## src/rtl/ntr_cmd_capture_if.sv

```systemverilog
// ============================================================================
// ntr_cmd_capture_if : card-bus byte stream and command hand-off signals
// Revision 1.0
// ============================================================================
`default_nettype none

interface ntr_cmd_capture_if #(
  parameter int CMD_BYTES = 8,
  parameter int DCW       = 16
);
  localparam int BCW = (CMD_BYTES > 1) ? $clog2(CMD_BYTES) : 1;

  logic                   cs1;
  logic [7:0]             data;
  logic [8*CMD_BYTES-1:0] cmd;
  logic                   cmd_valid;
  logic                   cmd_ready;
  logic [BCW-1:0]         byte_cnt;
  logic [DCW-1:0]         data_cnt;
  logic                   abort;
  logic                   overrun;

  // master: bus host plus command consumer; slave: the capture block
  modport master (
    output cs1, data, cmd_ready,
    input  cmd, cmd_valid, byte_cnt, data_cnt, abort, overrun
  );

  modport slave (
    input  cs1, data, cmd_ready,
    output cmd, cmd_valid, byte_cnt, data_cnt, abort, overrun
  );
endinterface

`default_nettype wire

```

## src/rtl/ntr_cmd_capture.sv

```systemverilog
// ============================================================================
// ntr_cmd_capture : captures the command bytes of each card-select frame
// Revision 1.0
// ============================================================================
`default_nettype none

module ntr_cmd_capture #(
  parameter int CMD_BYTES = 8,
  parameter int MSB_FIRST = 0,
  parameter int DCW       = 16
) (
  input  wire logic         clk,
  input  wire logic         rst_n,
  ntr_cmd_capture_if.slave  bus
);

  localparam int             W        = 8 * CMD_BYTES;
  localparam int             BCW      = (CMD_BYTES > 1) ? $clog2(CMD_BYTES) : 1;
  localparam logic [BCW-1:0] LAST_IDX = BCW'(CMD_BYTES - 1);
  localparam logic [DCW-1:0] DC_MAX   = '1;

  typedef enum logic [1:0] {
    ST_IDLE = 2'd0,
    ST_CMD  = 2'd1,
    ST_DATA = 2'd2
  } state_t;

  state_t          r_state;
  logic [W-1:0]    r_sr;
  logic [W-1:0]    r_cmd;
  logic            r_cmd_valid;
  logic [BCW-1:0]  r_byte_cnt;
  logic [DCW-1:0]  r_data_cnt;
  logic            r_abort;
  logic            r_overrun;

  logic [W-1:0]    w_shift;
  logic            w_complete;

  // After CMD_BYTES shifts the first byte has reached the end selected by MSB_FIRST
  generate
    if (MSB_FIRST != 0) begin : g_msb_first
      assign w_shift = (r_sr << 8) | W'(bus.data);
    end else begin : g_lsb_first
      assign w_shift = (r_sr >> 8) | {bus.data, {(W-8){1'b0}}};
    end
  endgenerate

  assign w_complete = (r_state == ST_CMD) && !bus.cs1 && (r_byte_cnt == LAST_IDX);

  always_ff @(posedge clk or negedge rst_n) begin
    if (!rst_n) begin
      r_state     <= ST_IDLE;
      r_sr        <= '0;
      r_cmd       <= '0;
      r_cmd_valid <= 1'b0;
      r_byte_cnt  <= '0;
      r_data_cnt  <= '0;
      r_abort     <= 1'b0;
      r_overrun   <= 1'b0;
    end else begin
      r_abort <= 1'b0;

      case (r_state)
        ST_IDLE: begin
          if (!bus.cs1) begin
            r_sr       <= w_shift;
            r_data_cnt <= '0;
            r_byte_cnt <= BCW'(1);
            r_state    <= ST_CMD;
          end
        end
        ST_CMD: begin
          if (bus.cs1) begin
            r_abort    <= 1'b1;
            r_byte_cnt <= '0;
            r_sr       <= '0;
            r_state    <= ST_IDLE;
          end else if (r_byte_cnt == LAST_IDX) begin
            r_sr       <= '0;
            r_byte_cnt <= '0;
            r_state    <= ST_DATA;
          end else begin
            r_sr       <= w_shift;
            r_byte_cnt <= r_byte_cnt + 1'b1;
          end
        end
        ST_DATA: begin
          if (bus.cs1) begin
            r_state <= ST_IDLE;
          end else if (r_data_cnt != DC_MAX) begin
            r_data_cnt <= r_data_cnt + 1'b1;
          end
        end
        default: r_state <= ST_IDLE;
      endcase

      // A completed word only replaces cmd if the previous one is gone or leaving now
      if (w_complete) begin
        if (!r_cmd_valid || bus.cmd_ready) begin
          r_cmd       <= w_shift;
          r_cmd_valid <= 1'b1;
        end else begin
          r_overrun <= 1'b1;
        end
      end else if (r_cmd_valid && bus.cmd_ready) begin
        r_cmd_valid <= 1'b0;
      end
    end
  end

  assign bus.cmd       = r_cmd;
  assign bus.cmd_valid = r_cmd_valid;
  assign bus.byte_cnt  = r_byte_cnt;
  assign bus.data_cnt  = r_data_cnt;
  assign bus.abort     = r_abort;
  assign bus.overrun   = r_overrun;

endmodule

`default_nettype wire
```

## src/flat_wrapper.sv

```systemverilog
// flat-port wrapper written by rule: the top's interface ports become plain ports
module ntr_cmd_capture_flat 
#(
  parameter int CMD_BYTES = 8,
  parameter int MSB_FIRST = 0,
  parameter int DCW       = 16
)
  (clk, rst_n, bus_cs1, bus_data, bus_cmd_ready, bus_cmd, bus_cmd_valid, bus_byte_cnt, bus_data_cnt, bus_abort, bus_overrun);
  ntr_cmd_capture_if #(.CMD_BYTES(CMD_BYTES), .DCW(DCW)) bus_i ();
  input  wire logic clk;
  input  wire logic rst_n;
  input wire logic [$bits(bus_i.cs1)-1:0] bus_cs1;
  input wire logic [$bits(bus_i.data)-1:0] bus_data;
  input wire logic [$bits(bus_i.cmd_ready)-1:0] bus_cmd_ready;
  output wire logic [$bits(bus_i.cmd)-1:0] bus_cmd;
  output wire logic [$bits(bus_i.cmd_valid)-1:0] bus_cmd_valid;
  output wire logic [$bits(bus_i.byte_cnt)-1:0] bus_byte_cnt;
  output wire logic [$bits(bus_i.data_cnt)-1:0] bus_data_cnt;
  output wire logic [$bits(bus_i.abort)-1:0] bus_abort;
  output wire logic [$bits(bus_i.overrun)-1:0] bus_overrun;
  assign bus_i.cs1 = bus_cs1;
  assign bus_i.data = bus_data;
  assign bus_i.cmd_ready = bus_cmd_ready;
  assign bus_cmd = bus_i.cmd;
  assign bus_cmd_valid = bus_i.cmd_valid;
  assign bus_byte_cnt = bus_i.byte_cnt;
  assign bus_data_cnt = bus_i.data_cnt;
  assign bus_abort = bus_i.abort;
  assign bus_overrun = bus_i.overrun;
  ntr_cmd_capture #(.CMD_BYTES(CMD_BYTES), .MSB_FIRST(MSB_FIRST), .DCW(DCW)) u_core (.clk(clk), .rst_n(rst_n), .bus(bus_i));
endmodule
```

## config.mk

```make
export PLATFORM = sky130hd
export DESIGN_NAME = ntr_cmd_capture_flat
export DESIGN_NICKNAME = d
export VERILOG_FILES = /design/src/rtl/ntr_cmd_capture_if.sv /design/src/rtl/ntr_cmd_capture.sv /design/src/flat_wrapper.sv
export SDC_FILE = /design/constraint.sdc
export NUM_CORES = 1
export LEC_CHECK = 0
export ABC_AREA = 1
export BUFFER_PORTS_ARGS = -buffer_cell sky130_fd_sc_hd__clkbuf_2
export CAP_MARGIN = 40
export CORE_MARGIN = 10
export CORE_UTILIZATION = 61
export DETAILED_ROUTE_END_ITERATION = 8
export HOLD_SLACK_MARGIN = 0.03
export PLACE_DENSITY = 0.87
export SYNTH_ARGS = -nofsm -noshare
export SYNTH_HDL_FRONTEND = slang
export SYNTH_SLANG_ARGS = --single-unit
export TNS_END_PERCENT = 5
```

## constraint.sdc

```tcl
create_clock -name clk -period 4.15 [get_ports clk]
set_input_delay 0.2075 -clock clk [delete_from_list [all_inputs] [get_ports clk]]
set_output_delay 0.2075 -clock clk [all_outputs]
set_load 0.02 [all_outputs]
```

==> impl_metrics.env, run 1 <==
export IMPL_drv_slew=0
export IMPL_critPathBufInv=2
export IMPL_finalSetupViolations=0
export IMPL_mostFrequentLayoutCell="dfrtp_1"
export IMPL_nets=701
export IMPL_path_class="register to register"
export IMPL_ys_top_cells_by_area="dfrtp_1 59%, o21ai_2 9.2%, nand2_1 7.7%, o22ai_1 5.6%, inv_1 5.0%"
export IMPL_cts_root_buf="clkbuf_8"
export IMPL_antenna_left=0
export IMPL_crit_top_cell="ha_1"
export IMPL_worstSkewPairLatency_ns=0.51
export IMPL_grt_pass1_wl_mm=22.8
export IMPL_dp_hpwl_mm=9.28
export IMPL_grt_pass1_vias=4563
export IMPL_coreArea_um2=9770
export IMPL_pwr_density_cell_nw_per_um2=433
export IMPL_fp_dieW_um=120
export IMPL_grt_max_degree=77
export IMPL_drv_cap=0
export IMPL_die_area_um2=14400
export IMPL_fin_crit_sh_pct=49.3
export IMPL_route_detailed_drc=0
export IMPL_rsz0062_at_grt="false"
export IMPL_synth_top_family_by_area="compound AO/OA/AOI/OAI gates"
export IMPL_antenna_found_initial=0
export IMPL_fin_skew_ns=0.00616
export IMPL_viasPerCell=5.35
export IMPL_swShare_pct=22.3
export IMPL_power_switching_mw=0.702
export IMPL_ys_ff_latch=144
export IMPL_cts_buffers_inserted=17
export IMPL_place_congestion=0.921
export IMPL_fmax_ghz=0.488
export IMPL_cts_path_max_buffers=2
export IMPL_combPwrFrac_pct=6.0
export IMPL_synth_adder_area_share_pct=0.615
export IMPL_cp_required_ns=4.58
export IMPL_fin_util_pct=74.4
export IMPL_port_buffer_count=97
export IMPL_synth_cells=584
export IMPL_synth_mux_area_share_pct=0
export IMPL_areaGrowthSynthToFinish_pct=19.2
export IMPL_vdd_drop_max_mv=0.252
export IMPL_cts_resized_gates=0
export IMPL_ios=98
export IMPL_htreeDepth=4
export IMPL_wirelength_mm=13.8
export IMPL_crit_slowest_cell="dfrtp_1"
export IMPL_path_cells="ha_1, ha_1, inv_1, nor2_4, nand2_8, buf_16, nand2_1, o21ai_2"
export IMPL_power_frac_seq_pct=46.5
export IMPL_cts_tree="built"
export IMPL_holdCritPathClass="primary input to register"
export IMPL_worst_path_largest_cell_delay_ns=0.42
export IMPL_n_antenna_cell=0
export IMPL_critical_path_top_delay_family="simple AND/OR/NAND/NOR gates"
export IMPL_start_kind="register"
export IMPL_worst_pin_slew_ns=0.661
export IMPL_overflow=0
export IMPL_vias=4448
export IMPL_first_pass_iters=5
export IMPL_rows=36
export IMPL_timing_slew_headroom_pct=55.8
export IMPL_syn_area_um2=6100
export IMPL_drt_initial_drc_count=442
export IMPL_p_int_mw=2.45
export IMPL_p_leak_nw=3.66
export IMPL_num_fill_cells=669
export IMPL_synth_nets=599
export IMPL_synth_top_area_cell="dfrtp_1"
export IMPL_cts_sinks=144
export IMPL_status="complete, no violations"
export IMPL_clock_power_share_pct=47.5
export IMPL_ys_seq_area_share_pct=59.0
export IMPL_dieHeight_um=120
export IMPL_synth_simple_area_share_pct=14.4
export IMPL_clk_pin_slew_ns=0.06
export IMPL_hold_viol_final=0
export IMPL_synth_top_area_share_pct=59.0
export IMPL_period_minus_slack_ns=2.05
export IMPL_initial_utilization_pct=62.5
export IMPL_avgSynthCellArea_um2=10.5
export IMPL_drive_gt1_share_pct=32.5
export IMPL_end_kind="register"
export IMPL_final_cell_mix="144 x dfrtp_1, 124 x nand2_1, 96 x clkbuf_2, 82 x inv_1, 64 x o21ai_2"
export IMPL_cp_data_arrival_time_ns=2.48
export IMPL_synth_cell_types=28
export IMPL_synth_xor_area_share_pct=0.717
export IMPL_setup_tns_ns=0
export IMPL_synth_compound_area_share_pct=15.2
export IMPL_routedWlPerCell_um=16.6
export IMPL_crit_fanout=76
export IMPL_yosysWarningCount=0
export IMPL_grt_usage_pct=19.5
[synth_stat cells, drive strengths merged]
cell,instances
nor2,23
buf,25
nand4,4
nand2,144
a221oi,1
or2,3
dfrtp,144
inv,84
ha,3
nand3,23
xor2,2
clkbuf,3
o21ai,66
o21bai,1
xnor2,3
o22ai,55
[metal layers]
layer	vias to the layer above	track usage, %	share of wire [%]
li1	2087	-	-
met1	2207	23.8	41
met2	135	32.6	52
met3	19	6.19	6.0
met4	0	5.88	1.3
met5	-	0	0
[sequential cells by signal, summed over array words and instances, names as in the netlist]
name,flops
u_core.bus.abort,1
u_core.bus.byte_cnt,3
u_core.bus.cmd,64
u_core.bus.cmd_valid,1
u_core.bus.data_cnt,16
u_core.bus.overrun,1
u_core.r_sr,56
u_core.r_state,2
[logic make-up (layout without fill, tap and decap cells)]
logic type | count (synthesis) | after routing
AO/OA/AOI/OAI | 123 | 123
XOR/XNOR | 5 | 5
adder cells (fa/ha/maj) | 3 | 3
buffers and inverters | 112 | 226
flip-flops | 144 | 144
AND/OR/NAND/NOR | 197 | 197
[power by group through the flow]
| stage | clock [mW] | sequential [mW] | combinational [mW] |
|---|---|---|---|
| 2_1_floorplan | 0 | 1.50 | 0.0921 |
| 3_3_place_gp | 0 | 1.49 | 0.169 |
| 3_5_place_dp | 0 | 1.49 | 0.183 |
| 4_1_cts | 1.51 | 1.46 | 0.193 |
| 5_1_grt | 1.58 | 1.47 | 0.211 |
| 6_report | 1.49 | 1.46 | 0.190 |
[path summary, 6_finish.rpt]
kind                            slack (ns)                      to              startpoint  cells after the start
min in group asynchronous             0.25  u_core.bus.data_cnt[7]                   rst_n                      2
worst min register to register        0.48      u_core.bus.overrun      u_core.bus.overrun                      1
worst max-delay path                  2.10      u_core.bus.cmd[29]  u_core.bus.byte_cnt[0]                      8
worst max register to register        2.10      u_core.bus.cmd[29]  u_core.bus.byte_cnt[0]                      8
max in group asynchronous             3.09  u_core.bus.data_cnt[2]                   rst_n                      3
worst min-delay path                  0.06        u_core.bus.abort                 bus_cs1                      3
[per-stage QoR]
step	worst slack [ns]	instances	power (mW)	hold WS [ns]	area [um2]
floorplan	2.54	584	1.59	-0.0881	6100
global placement	2.19	787	1.65	0.409	6500
detailed placement	2.12	791	1.67	0.232	6600
CTS	2.08	831	3.17	0.0457	7280
global route	1.97	831	3.26	0.0574	7280
finish	2.10	831	3.15	0.0634	7280
[worst min-delay path, cell delays in order]
cell and delay, ns:
clkbuf_2 0.11, inv_1 0.15, nor2_1 0.07
[area by class of cell]
cell class / count / area (um2) / area share, %
multi-input cells: 328 / 1910 / 26.3
clock inverters: 10 / 136 / 1.87
flip-flops and latches: 144 / 3600 / 49.5
well taps: 133 / 166 / 2.29
clock buffers: 21 / 449 / 6.17
repair buffers: 111 / 692 / 9.51
inverters: 84 / 318 / 4.37
[timing repair]
action / CTS / global route
hold buffers: 9 / 0
endpoints found under the hold margin: 78 / 0
setup buffers: 0 / 0
Note: power is estimated with default switching activity, not from simulation.
==> inputs of run 2 (changes only) <==
--- a/config.mk
+++ b/config.mk
@@ -9,10 +9,10 @@
 export BUFFER_PORTS_ARGS = -buffer_cell sky130_fd_sc_hd__clkbuf_2
 export CAP_MARGIN = 40
 export CORE_MARGIN = 10
-export CORE_UTILIZATION = 61
+export CORE_UTILIZATION = 56
 export DETAILED_ROUTE_END_ITERATION = 8
 export HOLD_SLACK_MARGIN = 0.03
-export PLACE_DENSITY = 0.87
+export PLACE_DENSITY = 0.81
 export SYNTH_ARGS = -nofsm -noshare
 export SYNTH_HDL_FRONTEND = slang
 export SYNTH_SLANG_ARGS = --single-unit
==> constraint.sdc (replaced) <==
create_clock -name clk -period 2 [get_ports clk]
set_input_delay 0.1 -clock clk [delete_from_list [all_inputs] [get_ports clk]]
set_output_delay 0.1 -clock clk [all_outputs]
set_load 0.02 [all_outputs]
==> run 2 against run 1 <==
  * Clock power increased by 120%
  * First-iteration DRC count decreased by 26%
  * Worst setup slack got worse by 1.8 ns
  * Sequential share of layout area decreased by 0.70 points
  * Non-clock buffer count increased by 7
  * Highest routed layer unchanged
  * Die area increased by 7.4%
  * Clock skew decreased by 0.0012 ns
==> impl_metrics.env, run 2 (synthesis results as in run 1) <==
export IMPL_status="complete, no violations"
export IMPL_dieHeight_um=124
export IMPL_vdd_drop_max_mv=0.528
export IMPL_cp_data_arrival_time_ns=2.17
export IMPL_final_cells=846
export IMPL_largest_reg_flops=64
export IMPL_p_leak_nw=3.71
export IMPL_place_congestion=0.863
export IMPL_route_detailed_drc=0
export IMPL_first_pass_iters=5
export IMPL_drt_initial_drc_count=329
export IMPL_seq_area_um2=3600
export IMPL_fin_skew_ns=0.00499
export IMPL_place_area_um2=6650
export IMPL_cts_path_max_buffers=2
export IMPL_post_place_ws_ns=0.293
export IMPL_path_class="register to register"
export IMPL_hold_viol_final=0
export IMPL_dp_cells=803
export IMPL_cts_root_buf="clkbuf_8"
export IMPL_overflow=0
export IMPL_pwr_density_cell_nw_per_um2=911
export IMPL_period_minus_slack_ns=1.74
export IMPL_antenna_left=0
export IMPL_coreArea_um2=10700
export IMPL_fin_crit_sh_pct=86.8
export IMPL_finalSetupViolations=0
export IMPL_p_total_mw=6.72
export IMPL_die_area_um2=15500
export IMPL_vias=4503
export IMPL_worst_pin_slew_ns=0.579
export IMPL_nets=708
export IMPL_cp_required_ns=2.43
export IMPL_fp_dieW_um=124
export IMPL_grt_pass1_vias=4634
export IMPL_cts_tree="built"
export IMPL_port_buffer_count=97
export IMPL_cts_sinks=144
export IMPL_num_fill_cells=815
export IMPL_postCtsSetupBuffers=0
export IMPL_fin_util_pct=68.7
export IMPL_antenna_found_initial=0
export IMPL_grt_max_degree=61
export IMPL_dp_hpwl_mm=9.38
export IMPL_worstSkewPairLatency_ns=0.52
export IMPL_setup_tns_ns=0
export IMPL_drv_cap=0
export IMPL_rsz0062_at_grt="false"
export IMPL_grt_usage_pct=18.1
export IMPL_setup_slack_ns=0.264
export IMPL_final_cell_mix="144 x dfrtp_1, 124 x nand2_1, 96 x clkbuf_2, 82 x inv_1, 64 x o21ai_2"
export IMPL_mostFrequentLayoutCell="dfrtp_1"
export IMPL_drive_gt1_share_pct=33.0
export IMPL_viasPerCell=5.32
export IMPL_clk_pin_slew_ns=0.06
export IMPL_htreeDepth=4
export IMPL_grt_pass1_wl_mm=23.3
export IMPL_initial_utilization_pct=56.8
export IMPL_end_kind="register"
export IMPL_areaGrowthSynthToFinish_pct=20.9
export IMPL_wirelength_mm=14.0
export IMPL_start_kind="register"
export IMPL_crit_fanout=42
export IMPL_ios=98
export IMPL_cts_buffers_inserted=17
export IMPL_fmax_ghz=0.576
export IMPL_rows=38
export IMPL_drv_slew=0
export IMPL_multi_input_area_um2=1910
export IMPL_timing_slew_headroom_pct=61.4
export IMPL_n_antenna_cell=0
export IMPL_routedWlPerCell_um=16.5
export IMPL_holdWs_ns=0.130
export IMPL_holdCritPathClass="primary input to async pin"
export IMPL_fin_area_um2=7380
[run 2: cell types whose count changed in the layout (fill, tap and decap cells not counted), sizes merged]
| cell | previous run | this run |
|---|---|---|
| bufinv | 3 | 4 |
| buf | 6 | 11 |
| clkbuf | 117 | 118 |
| clkinv | 7 | 6 |
| dlygate4sd3 | 9 | 11 |
[run 2: routing by layer]
metal	part of all wire, %	track usage [%]	wire (um)
met5	0	0	0
met4	1.6	5.28	223
met3	6.1	5.87	853
met2	51	30.1	7120
met1	41	21.9	5760
[run 2: worst paths after layout]
check	depth (start not counted)	to	from	slack (ns)
worst min register to register	1	u_core.bus.overrun	u_core.bus.overrun	0.48
max in group asynchronous	3	u_core.r_sr[27]	rst_n	1.23
min in group clk	4	u_core.bus.cmd[60]	bus_data[4]	0.38
worst max-delay path	6	u_core.r_sr[33]	u_core.bus.byte_cnt[0]	0.26
worst min-delay path	2	u_core.bus.data_cnt[13]	rst_n	0.13
worst max register to register	6	u_core.r_sr[33]	u_core.bus.byte_cnt[0]	0.26
[run 2: repair_timing]
item | in CTS | in global routing
hold buffers | 11 | 0
resized for setup | 0 | 0
hold endpoints to repair | 167 | 0
setup endpoints to repair | 0 | 0
[run 2: critical path, stage by stage, from the launching register on]
cell	delay (ns)
dfrtp_1	0.42
ha_1	0.22
ha_1	0.20
nand2_1	0.07
nand2_2	0.23
buf_12	0.28
o22ai_1	0.20
[run 2: layout make-up]
| class | instances | area share (%) |
|---|---|---|
| clock buffer | 22 | 6.27 |
| clock inverter | 10 | 2.14 |
| inverter | 84 | 4.31 |
| multi-input combinational | 328 | 25.9 |
| sequential | 144 | 48.8 |
| tap | 140 | 2.37 |
| timing repair buffer | 118 | 10.2 |
[run 2: where the power goes]
group          switching [mW]  internal [mW]  leakage, nW  total (mW)
Clock                    1.17           2.12        0.309        3.29
Combinational           0.276          0.123         1.43       0.399
Sequential             0.0369           3.00         1.98        3.04
Total                    1.48           5.24         3.71        6.72
==> inputs of run 3 (changes only) <==
--- a/config.mk
+++ b/config.mk
@@ -6,13 +6,15 @@
 export NUM_CORES = 1
 export LEC_CHECK = 0
 export ABC_AREA = 1
-export BUFFER_PORTS_ARGS = -buffer_cell sky130_fd_sc_hd__clkbuf_2
 export CAP_MARGIN = 40
 export CORE_MARGIN = 10
-export CORE_UTILIZATION = 56
+export CORE_UTILIZATION = 63
 export DETAILED_ROUTE_END_ITERATION = 8
+export DONT_BUFFER_PORTS = 1
 export HOLD_SLACK_MARGIN = 0.03
 export PLACE_DENSITY = 0.81
+export SETUP_SLACK_MARGIN = 0.4
+export SLEW_MARGIN = 10
 export SYNTH_ARGS = -nofsm -noshare
 export SYNTH_HDL_FRONTEND = slang
 export SYNTH_SLANG_ARGS = --single-unit
==> run 3 against run 2 <==
  * The flow now finishes with violations (negative hold slack)
  * Total power shrank 5.8%
  * First-iteration DRC count is 35% higher
  * Design area is 0.70% lower
  * Die area down 9.4%
  * Clock skew increased by 0.0043 ns
  * Global-route usage grew 1.7 points
  * Largest power group is now sequential cells
  * Highest routed layer unchanged
==> impl_metrics.env, run 3 (synthesis results as in run 1) <==
export IMPL_status="complete, but fails checks"
export IMPL_violations="negative hold slack"
export IMPL_first_pass_iters=7
export IMPL_worstSkewPairLatency_ns=0.53
export IMPL_start_kind="register"
export IMPL_crit_slowest_cell="dfrtp_2"
export IMPL_clk_pin_slew_ns=0.07
export IMPL_route_detailed_drc=0
export IMPL_end_kind="register"
export IMPL_htreeDepth=4
export IMPL_initial_utilization_pct=65.4
export IMPL_routedWlPerCell_um=20.2
export IMPL_die_area_um2=14000
export IMPL_p_total_mw=6.33
export IMPL_vdd_drop_max_mv=0.607
export IMPL_pwr_density_cell_nw_per_um2=864
export IMPL_final_cells=762
export IMPL_fp_dieW_um=118
export IMPL_drv_cap=0
export IMPL_p_leak_nw=3.43
export IMPL_antenna_found_initial=0
export IMPL_crit_fanout=13
export IMPL_antenna_left=0
export IMPL_fin_crit_sh_pct=83.6
export IMPL_cts_buffers_inserted=17
export IMPL_dp_hpwl_mm=8.76
export IMPL_timing_slew_headroom_pct=71.6
export IMPL_grt_pass1_vias=4265
export IMPL_cts_path_max_buffers=2
export IMPL_vias=4413
export IMPL_cp_required_ns=2.41
export IMPL_coreArea_um2=9330
export IMPL_port_buffer_count=0
export IMPL_path_class="register to register"
export IMPL_wirelength_mm=15.4
export IMPL_cts_tree="built"
export IMPL_fmax_ghz=0.598
export IMPL_period_minus_slack_ns=1.67
export IMPL_grt_pass1_wl_mm=22.4
export IMPL_rows=35
export IMPL_setup_tns_ns=0
export IMPL_ios=98
export IMPL_holdCritPathClass="primary input to async pin"
export IMPL_grt_max_degree=145
export IMPL_dieHeight_um=118
export IMPL_hold_viol_final=144
export IMPL_drive_gt1_share_pct=30.3
export IMPL_largest_reg_flops=64
export IMPL_cts_sinks=144
export IMPL_mostFrequentLayoutCell="dfrtp_1"
export IMPL_viasPerCell=5.79
export IMPL_n_antenna_cell=0
export IMPL_worst_path_largest_cell_delay_ns=0.47
export IMPL_fin_skew_ns=0.00928
export IMPL_num_fill_cells=547
export IMPL_seq_area_um2=3610
export IMPL_nets=636
export IMPL_cts_root_buf="clkbuf_8"
export IMPL_finalSetupViolations=0
export IMPL_rsz0062_at_grt="true"
export IMPL_multi_input_area_um2=2100
export IMPL_cp_data_arrival_time_ns=2.09
export IMPL_r2r_start="u_core.bus.byte_cnt[0]"
export IMPL_overflow=0
export IMPL_drt_initial_drc_count=444
export IMPL_areaGrowthSynthToFinish_pct=20.1
export IMPL_grt_usage_pct=19.8
export IMPL_drv_slew=0
export IMPL_critical_path_startpoint="u_core.bus.byte_cnt[0]"
export IMPL_crit_top_cell="ha_4"
export IMPL_path_cells="ha_4, ha_4, inv_2, nor2_4, buf_12, buf_4, nand2_8, nand2_1, o21ai_2"
export IMPL_ctsHoldBuffers=10
export IMPL_worst_pin_slew_ns=0.426
export IMPL_place_congestion=0.851
export IMPL_dp_cells=696
export IMPL_final_cell_mix="136 x dfrtp_1, 109 x nand2_1, 81 x inv_1, 64 x o21ai_2, 55 x o22ai_1"
export IMPL_holdWs_ns=-0.745
[run 3: final cells by class]
type | count | share of cell area, %
well taps | 129 | 2.20
clock inverters | 14 | 1.81
inverters | 84 | 4.34
flip-flops and latches | 144 | 49.3
repair buffers | 41 | 8.01
clock buffers | 17 | 5.65
multi-input cells | 333 | 28.7
[run 3: critical path, delay by kind of cell, from the launching register on]
family / cells / cell delay, ns
simple gates: 3 / 0.37
flops: 1 / 0.47
compound gates: 1 / 0.07
fa+ha+maj: 2 / 0.30
buf+inv: 3 / 0.35
[run 3: worst paths after layout]
| kind | end | slack [ns] | cells past startpoint |
|---|---|---|---|
| max in group asynchronous | u_core.r_sr[56] | 2.56 | 0 |
| max reg2reg | u_core.bus.cmd[16] | 0.33 | 9 |
| min | u_core.bus.data_cnt[4] | -0.75 | 0 |
| min in group clk | u_core.bus.cmd[60] | 0.29 | 3 |
| max | u_core.bus.cmd[16] | 0.33 | 9 |
| min reg2reg | u_core.bus.cmd[3] | 0.52 | 2 |
[run 3: metal layers]
layer | GRT usage (%) | vias up | part of all wire (%)
met4 | 7.94 | 0 | 2.4
met1 | 21.7 | 2192 | 36
met2 | 32.4 | 203 | 51
met3 | 9.47 | 34 | 11
met5 | 0 | - | 0
li1 | - | 1984 | -
[run 3: repair_timing]
action,in CTS,in global routing
resized for setup,6,43
setup buffers,6,4
endpoints found under the setup margin,111,107
endpoints found under the hold margin,214,144
pin swaps,3,10
gates cloned,3,12
[run 3: power breakdown]
| part | internal (mW) | switching [mW] | total [mW] |
|---|---|---|---|
| Combinational | 0.119 | 0.204 | 0.324 |
| Clock | 1.66 | 1.28 | 2.94 |
| Sequential | 3.00 | 0.0683 | 3.07 |
| Total | 4.78 | 1.55 | 6.33 |
[run 3: through the flow]
stage / instance area [um2] / utilization (%) / setup WS, ns
2_1_floorplan: 6110 / - / 0.405
3_3_place_gp: 6140 / 65.8 / 0.293
3_5_place_dp: 6140 / 65.8 / 0.237
5_1_grt: 7330 / 78.6 / 0.231
6_report: 7330 / 78.6 / 0.327
4_1_cts: 6900 / 74.0 / 0.333
